$ cat src/rtl/viterbi_pkg.sv
// Shared types, constants and the PRBS step function for the Viterbi link test sequencer.
package viterbi_pkg;

    localparam int unsigned CNT_W    = 16;
    localparam int unsigned DEC_LAT  = 16;
    localparam int unsigned TAIL_LEN = 2;
    localparam int unsigned LFSR_W   = 16;
    localparam int unsigned BURST_W  = 8;
    localparam int unsigned MASK_W   = 2;

    localparam logic [LFSR_W-1:0] LFSR_TAPS    = 16'hB400;
    localparam logic [LFSR_W-1:0] LFSR_DEFAULT = 16'h0001;

    typedef enum logic [2:0] {
        IDLE,
        RUN,
        FLUSH,
        DRAIN,
        DONE
    } seq_state_t;

    // Frame configuration captured when a start is accepted
    typedef struct packed {
        logic [CNT_W-1:0]   frame_len;
        logic [CNT_W-1:0]   burst_start;
        logic [BURST_W-1:0] burst_len;
        logic [MASK_W-1:0]  burst_mask;
    } seq_cfg_t;

    // Fibonacci shift-right step; the tap mask is bit-reversed so x^16 lands on bit 0
    function automatic logic [LFSR_W-1:0] lfsr_step(input logic [LFSR_W-1:0] s);
        logic fb;
        fb = 1'b0;
        for (int i = 0; i < int'(LFSR_W); i++) begin
            if (LFSR_TAPS[int'(LFSR_W) - 1 - i]) fb = fb ^ s[i];
        end
        return {fb, s[LFSR_W-1:1]};
    endfunction

endpackage

$ cat src/rtl/viterbi_link_sequencer_if.sv
// Control/status and encoder/decoder tap bundle of the link test sequencer.
interface viterbi_link_sequencer_if;
    import viterbi_pkg::*;

    logic                 start;
    logic [CNT_W-1:0]     frame_len;
    logic [CNT_W-1:0]     burst_start;
    logic [BURST_W-1:0]   burst_len;
    logic [MASK_W-1:0]    burst_mask;
    logic [LFSR_W-1:0]    seed;
    logic                 enc_enable;
    logic                 enc_bit;
    logic [MASK_W-1:0]    err_mask;
    logic                 dec_bit;
    logic                 busy;
    logic                 done;
    logic [CNT_W-1:0]     inj_count;
    logic [CNT_W-1:0]     bit_err_count;

    modport master (
        output start, frame_len, burst_start, burst_len, burst_mask, seed, dec_bit,
        input  enc_enable, enc_bit, err_mask, busy, done, inj_count, bit_err_count
    );

    modport slave (
        input  start, frame_len, burst_start, burst_len, burst_mask, seed, dec_bit,
        output enc_enable, enc_bit, err_mask, busy, done, inj_count, bit_err_count
    );

endinterface

$ cat src/rtl/viterbi_prbs16.sv
// 16-bit PRBS generator with load and step; exposes the bit that the next step will present.
module viterbi_prbs16
    import viterbi_pkg::*;
(
    input  logic              clk,
    input  logic              rst,
    input  logic              i_load,
    input  logic [LFSR_W-1:0] i_seed,
    input  logic              i_step,
    output logic              o_next_bit_c
);

    logic [LFSR_W-1:0] r_lfsr;
    logic [LFSR_W-1:0] w_lfsr_next;

    assign w_lfsr_next  = lfsr_step(r_lfsr);
    assign o_next_bit_c = w_lfsr_next[0];

    always_ff @(posedge clk or negedge rst) begin
        if (!rst) begin
            r_lfsr <= LFSR_DEFAULT;
        end else if (i_load) begin
            r_lfsr <= i_seed;
        end else if (i_step) begin
            r_lfsr <= w_lfsr_next;
        end
    end

endmodule

$ cat src/rtl/viterbi_link_sequencer.sv
// Frame sequencer for the encoder -> channel -> Viterbi link: PRBS payload, zero tail,
// burst error-mask injection and scoring of decoder output against the sent payload.
module viterbi_link_sequencer
    import viterbi_pkg::*;
(
    input  logic                     clk,
    input  logic                     rst,
    viterbi_link_sequencer_if.slave  bus
);

    localparam int unsigned PH_W  = 8;
    localparam int unsigned SUM_W = CNT_W + 1;

    seq_state_t                    r_state;
    seq_state_t                    w_next;
    logic                          w_accept;
    seq_cfg_t                      r_cfg;
    logic [CNT_W-1:0]              r_idx;
    logic [PH_W-1:0]               r_phase;
    logic                          r_enc_enable;
    logic                          r_enc_bit;
    logic                          r_pay;
    logic [MASK_W-1:0]             r_err_mask;
    logic                          r_busy;
    logic                          r_done;
    logic [CNT_W-1:0]              r_inj;
    logic [CNT_W-1:0]              r_berr;
    logic [DEC_LAT-1:0][1:0]       r_dly;
    logic [LFSR_W-1:0]             w_seed_eff;
    logic                          w_prbs_next_bit;
    logic                          w_in_burst;
    logic                          w_score_err;
    logic [SUM_W-1:0]              w_burst_end;

    assign w_seed_eff  = (bus.seed == '0) ? LFSR_DEFAULT : bus.seed;
    assign w_burst_end = {1'b0, r_cfg.burst_start} + SUM_W'(r_cfg.burst_len);
    assign w_in_burst  = (r_idx >= r_cfg.burst_start) && ({1'b0, r_idx} < w_burst_end);
    assign w_score_err = r_dly[DEC_LAT-1][1] && (r_dly[DEC_LAT-1][0] != bus.dec_bit);

    viterbi_prbs16 u_prbs (
        .clk          (clk),
        .rst          (rst),
        .i_load       (w_accept),
        .i_seed       (w_seed_eff),
        .i_step       ((r_state == RUN) && (w_next == RUN)),
        .o_next_bit_c (w_prbs_next_bit)
    );

    always_ff @(posedge clk or negedge rst) begin
        if (!rst) r_state <= IDLE;
        else      r_state <= w_next;
    end

    always_comb begin
        w_next   = r_state;
        w_accept = 1'b0;
        case (r_state)
            IDLE: begin
                if (bus.start) begin
                    w_accept = 1'b1;
                    w_next   = (bus.frame_len == '0) ? FLUSH : RUN;
                end
            end
            RUN:     if (r_idx == r_cfg.frame_len - CNT_W'(1)) w_next = FLUSH;
            FLUSH:   if (r_phase == PH_W'(TAIL_LEN - 1))        w_next = DRAIN;
            DRAIN:   if (r_phase == PH_W'(DEC_LAT - 1))         w_next = DONE;
            DONE:    w_next = IDLE;
            default: w_next = IDLE;
        endcase
    end

    // Outputs are registered from the next state so they line up with the state they describe
    always_ff @(posedge clk or negedge rst) begin
        if (!rst) begin
            r_cfg        <= '0;
            r_idx        <= '0;
            r_phase      <= '0;
            r_enc_enable <= 1'b0;
            r_enc_bit    <= 1'b0;
            r_pay        <= 1'b0;
            r_err_mask   <= '0;
            r_busy       <= 1'b0;
            r_done       <= 1'b0;
            r_inj        <= '0;
            r_berr       <= '0;
            r_dly        <= '0;
        end else begin
            r_busy       <= (w_next != IDLE);
            r_done       <= (w_next == DONE);
            r_enc_enable <= (w_next == RUN) || (w_next == FLUSH);
            r_pay        <= (w_next == RUN);
            r_phase      <= ((w_next != r_state) || (r_state == IDLE)) ? '0 : r_phase + PH_W'(1);

            if (w_next == RUN) r_enc_bit <= w_accept ? w_seed_eff[0] : w_prbs_next_bit;
            else               r_enc_bit <= 1'b0;

            r_err_mask <= ((r_state == RUN) && w_in_burst) ? r_cfg.burst_mask : '0;

            if (w_accept) begin
                r_cfg.frame_len   <= bus.frame_len;
                r_cfg.burst_start <= bus.burst_start;
                r_cfg.burst_len   <= bus.burst_len;
                r_cfg.burst_mask  <= bus.burst_mask;
                r_idx             <= '0;
                r_inj             <= '0;
                r_berr            <= '0;
            end else begin
                if (r_state == RUN) r_idx <= r_idx + CNT_W'(1);
                if ((r_state == RUN) && w_in_burst && (r_cfg.burst_mask != '0) && (r_inj != '1))
                    r_inj <= r_inj + CNT_W'(1);
                if (w_score_err && (r_berr != '1))
                    r_berr <= r_berr + CNT_W'(1);
            end

            // Payload flag rides with each sent bit so only payload is ever scored
            r_dly <= {r_dly[DEC_LAT-2:0], {r_pay, r_enc_bit}};
        end
    end

    assign bus.enc_enable    = r_enc_enable;
    assign bus.enc_bit       = r_enc_bit;
    assign bus.err_mask      = r_err_mask;
    assign bus.busy          = r_busy;
    assign bus.done          = r_done;
    assign bus.inj_count     = r_inj;
    assign bus.bit_err_count = r_berr;

endmodule

$ cat src/flat_wrapper.sv
// flat-port wrapper written by rule: the top's interface ports become plain ports
module viterbi_link_sequencer_flat import viterbi_pkg::*;
  (clk, rst, bus_start, bus_frame_len, bus_burst_start, bus_burst_len, bus_burst_mask, bus_seed, bus_dec_bit, bus_enc_enable, bus_enc_bit, bus_err_mask, bus_busy, bus_done, bus_inj_count, bus_bit_err_count);
  viterbi_link_sequencer_if bus_i ();
  input  logic clk;
  input  logic rst;
  input wire logic [$bits(bus_i.start)-1:0] bus_start;
  input wire logic [$bits(bus_i.frame_len)-1:0] bus_frame_len;
  input wire logic [$bits(bus_i.burst_start)-1:0] bus_burst_start;
  input wire logic [$bits(bus_i.burst_len)-1:0] bus_burst_len;
  input wire logic [$bits(bus_i.burst_mask)-1:0] bus_burst_mask;
  input wire logic [$bits(bus_i.seed)-1:0] bus_seed;
  input wire logic [$bits(bus_i.dec_bit)-1:0] bus_dec_bit;
  output wire logic [$bits(bus_i.enc_enable)-1:0] bus_enc_enable;
  output wire logic [$bits(bus_i.enc_bit)-1:0] bus_enc_bit;
  output wire logic [$bits(bus_i.err_mask)-1:0] bus_err_mask;
  output wire logic [$bits(bus_i.busy)-1:0] bus_busy;
  output wire logic [$bits(bus_i.done)-1:0] bus_done;
  output wire logic [$bits(bus_i.inj_count)-1:0] bus_inj_count;
  output wire logic [$bits(bus_i.bit_err_count)-1:0] bus_bit_err_count;
  assign bus_i.start = bus_start;
  assign bus_i.frame_len = bus_frame_len;
  assign bus_i.burst_start = bus_burst_start;
  assign bus_i.burst_len = bus_burst_len;
  assign bus_i.burst_mask = bus_burst_mask;
  assign bus_i.seed = bus_seed;
  assign bus_i.dec_bit = bus_dec_bit;
  assign bus_enc_enable = bus_i.enc_enable;
  assign bus_enc_bit = bus_i.enc_bit;
  assign bus_err_mask = bus_i.err_mask;
  assign bus_busy = bus_i.busy;
  assign bus_done = bus_i.done;
  assign bus_inj_count = bus_i.inj_count;
  assign bus_bit_err_count = bus_i.bit_err_count;
  viterbi_link_sequencer u_core (.clk(clk), .rst(rst), .bus(bus_i));
endmodule
$ cat config.mk
export PLATFORM = sky130hd
export DESIGN_NAME = viterbi_link_sequencer_flat
export DESIGN_NICKNAME = d
export VERILOG_FILES = /design/src/rtl/viterbi_pkg.sv /design/src/rtl/viterbi_link_sequencer_if.sv /design/src/rtl/viterbi_prbs16.sv /design/src/rtl/viterbi_link_sequencer.sv /design/src/flat_wrapper.sv
export SDC_FILE = /design/constraint.sdc
export NUM_CORES = 1
export LEC_CHECK = 0
export BUFFER_PORTS_ARGS = -buffer_cell sky130_fd_sc_hd__buf_2
export CORE_MARGIN = 10
export CORE_UTILIZATION = 55
export DETAILED_ROUTE_END_ITERATION = 8
export PLACE_DENSITY_LB_ADDON = 0.3
export SLEW_MARGIN = 10
export SYNTH_ARGS = -nofsm -noshare
export SYNTH_HDL_FRONTEND = slang
export SYNTH_HIERARCHICAL = 1
export SYNTH_SLANG_ARGS = --single-unit
$ cat constraint.sdc
create_clock -name clk -period 6.1 [get_ports clk]
set_input_delay 0 -clock clk [delete_from_list [all_inputs] [get_ports clk]]
set_output_delay 0 -clock clk [all_outputs]
set_load 0.02 [all_outputs]
==> results.py <==
metrics = {
    "route": {
        "routedWlPerCell_um": 16.5,
        "first_pass_iters": 5,
        "ant_nets": 0,
        "dr_total_vias": 6675,
        "drcViolationCount": 0,
        "drt-initial-drc-count": 467,
        "vias_per_cell": 5.61,
        "drt-total-wl_mm": 19.6,
    },
    "placement": {
        "hpwl_mm": 13.2,
        "port_buffers": 99,
        "routabilityCongestion": 0.865,
        "placed_cell_area_sq_um": 8830,
    },
    "critical_path": {
        "cp-start-kind": "flop",
        "rr_startpoint": "u_core/r_cfg[3]",
        "crit_buf_inv": 0,
        "cpPeakStageDelay_ns": 0.51,
        "rrSetupSlack_ns": 1.63,
        "crit_slowest_cell": "or4_1",
        "worstPathRequired_ns": 6.44,
        "arrival_ns": 4.81,
        "cp_max_fo": 16,
        "cp_top_family": "compound AO/OA/AOI/OAI gates",
        "crit_type": "flop to flop",
        "r2r-end": "u_core/bus.inj_count[15]",
        "cp-startpoint": "u_core/r_cfg[3]",
        "worstSetupEndpointType": "flop",
        "r2r_cells": 15,
        "crit_chain": "ha_1, a21o_1, a21oi_1, o21ba_2, o21ai_0, a31oi_1, nor2b_1, xnor2_1, ha_1, a211o_1, a2111oi_0, a311oi_1, and2_4, or4_1, a21oi_1",
    },
    "clock_tree": {
        "root_buffer": "clkbuf_16",
        "cts_buffer_depth": 2,
        "ctsHtreeMaxLevel": 4,
        "clk_latency_ns": 0.43,
        "cts_tree": "done",
        "clkSinkCount": 156,
        "cts.reportedPaths.clkPinSlew_ns": 0.06,
        "cts_buffers": 17,
    },
    "synth": {
        "synth_top_family_by_area": "simple AND/OR/NAND/NOR gates",
        "syn_nets": 969,
        "synth_compound_area_share_pct": 12.6,
        "avgSynthCellArea_sq_um": 9.66,
        "ys_warn_count": 6,
        "ys.flop_type": "dfrtp_1",
        "ys_seq_area_share_pct": 47.0,
        "synth.ff_latch_count": 156,
        "synth-xor-area-share_pct": 7.38,
        "netlist_area_sq_um": 8310,
        "synthCells": 861,
        "synth_mux_area_share_pct": 2.41,
        "synth.distinct_cells": 71,
        "ys_async_sr_fraction_pct": 100,
        "synth-simple-area-share_pct": 19.0,
        "synth-adder-area-share_pct": 7.01,
        "synth-edff-count": 0,
    },
    "die": {
        "start_util_pct": 56.6,
        "rows": 44,
        "fp.dieW_um": 143,
        "core_region_area_sq_um": 14700,
        "dieArea_sq_um": 20400,
        "ios": 100,
        "die_h_um": 143,
    },
    "timing": {
        "setup_tns_ns": 0,
        "finalSetupViolCount": 0,
        "final_max_slew_viol_count": 0,
        "fin_crit_sh_pct": 73.3,
        "report.final.hold_viol_count": 0,
        "fin_skew_ns": 0.0113,
        "rsz0062_at_grt": "no",
        "min_period_ns": 4.47,
        "slew_headroom_pct": 33.1,
        "worst_slew_pin_slew_ns": 0.996,
        "timing.fmax_ghz": 0.224,
    },
    "layout": {
        "multiInputGateArea_sq_um": 4020,
        "syn2layout_area_growth_pct": 20.5,
        "fillers": 1112,
        "layout_commonest_cell": "dfrtp_1",
        "final_cell_mix": "dfrtp_1 (155), nand2_1 (136), buf_2 (98)",
        "nNetsFinal": 1101,
        "drive_gt1_share_pct": 15.0,
        "seqCellArea_sq_um": 3910,
        "final_area_sq_um": 10000,
        "n_antenna_cell": 0,
    },
    "grt": {
        "grt.overflow.total": 0,
        "grt_max_degree": 96,
        "grt_pass1_vias": 6694,
        "grt_antenna_before_repair": 0,
        "grt_first_pass_wirelength_mm": 32.8,
        "grt_usage_pct": 19.7,
    },
    "outcome": {
        "outcome": "finished clean",
    },
    "hold_path": {
        "hold_depth": 5,
        "hold_end": "u_core/r_state[1]",
        "hp-class": "input port to flop",
        "hold_start": "bus_start",
    },
    "flow_run": {
        "drv_cap": 0,
    },
    "pwr": {
        "power.leakage_nw": 4.71,
        "power_mw": 4.91,
        "ir_worst_vdd_mv": 0.328,
        "pwr_density_cell_nw_per_um2": 490,
    },
}
-- sequential cells by signal (all words and copies together) (netlist names) --
signal / count
u_core/bus.busy: 1
u_core/r_state: 3
u_core/u_prbs/r_lfsr: 16
u_core/bus.bit_err_count: 16
u_core/r_phase: 8
u_core/bus.enc_bit: 1
u_core/r_dly: 32
u_core/bus.enc_enable: 1
u_core/bus.err_mask: 2
u_core/bus.inj_count: 16
u_core/r_cfg: 42
u_core/r_idx: 16
u_core/r_pay: 1
u_core/bus.done: 1
-- how the worst max path moves through the flow --
stage | end | slack [ns] | cells after the start
after floorplan | u_core/bus.inj_count[15] | 2.22 | 15
after global placement | u_core/bus.inj_count[15] | 2.00 | 15
after detailed placement | u_core/bus.inj_count[13] | 1.77 | 15
after CTS | u_core/bus.inj_count[15] | 1.70 | 15
after global routing | u_core/bus.inj_count[11] | 1.40 | 15
final | u_core/bus.inj_count[15] | 1.63 | 15
-- Yosys cell counts, types with 4 or more instances --
master | n | area, sq um
dfrtp_1 | 155 | 3880
nand2_1 | 136 | 510
nor2_1 | 53 | 199
ha_1 | 45 | 563
o21ai_0 | 43 | 215
xnor2_1 | 40 | 350
a21oi_1 | 39 | 195
inv_1 | 38 | 143
clkbuf_1 | 33 | 124
xor2_1 | 30 | 263
nand3_1 | 22 | 110
nand4_1 | 22 | 138
mux2i_1 | 20 | 200
nor4_1 | 12 | 75.1
o31ai_1 | 12 | 90.1
or4_1 | 11 | 82.6
and3_1 | 10 | 62.6
o21ai_1 | 10 | 50.1
or3_1 | 10 | 62.6
a211oi_1 | 8 | 60.1
a21o_1 | 6 | 45.0
a31oi_1 | 6 | 37.5
and2_1 | 6 | 37.5
and4_1 | 6 | 52.6
buf_2 | 6 | 30.0
nand2b_1 | 6 | 37.5
buf_6 | 5 | 56.3
nor2b_1 | 4 | 25.0
nor3_1 | 4 | 20.0
-- cell type report --
type,instances,share of cell area (%)
clock buffer,17,4.25
clock inverter,15,1.71
inverter,39,1.49
multi-input combinational,618,40.1
sequential,156,39.0
tap,184,2.30
timing repair buffer,161,11.1
-- where the power goes --
group | internal, mW | switching (mW) | total, mW | leakage (nW)
registers | 1.44 | 0.387 | 1.82 | 1.90
logic | 0.853 | 1.17 | 2.03 | 2.52
clock network | 0.586 | 0.476 | 1.06 | 0.292
-- logic make-up after synthesis --
group,count (synthesis)
simple gates,320
xor+xnor,70
buf+inv,87
compound gates,162
flops,156
mux,20
fa+ha+maj,46
-- metrics by stage --
stage | worst slack [ns] | hold slack, ns | instances | util (%)
finish | 1.63 | 0.0898 | 1190 | 68.1
global route | 1.40 | 0.155 | 1190 | 68.1
CTS | 1.70 | 0.0694 | 1190 | 68.1
detailed placement | 1.77 | 0.143 | 1099 | 60.1
global placement | 2.00 | 0.137 | 1099 | 60.1
floorplan | 2.22 | -0.296 | 861 | -
-- routing by layer --
| layer | part of all wire, % | up-vias | track usage [%] |
|---|---|---|---|
| met5 | 0 | - | 0 |
| met4 | 1.4 | 0 | 7.11 |
| met1 | 45 | 3195 | 26.3 |
| met2 | 47 | 179 | 30.9 |
| li1 | - | 3269 | - |
| met3 | 6.4 | 32 | 4.51 |
-- tightest hold or removal path: stages --
cell       delay (ns)
buf_2            0.12
nand3b_1         0.10
nor4_1           0.06
a21oi_1          0.13
o2bb2ai_1        0.07
-- timing repair --
item,CTS,global route
hold buffers,59,0
gates resized for setup,0,0
setup buffers,0,0
hold endpoints to repair,153,0
endpoints found under the setup margin,0,0
(Power assumes the default switching activity.)
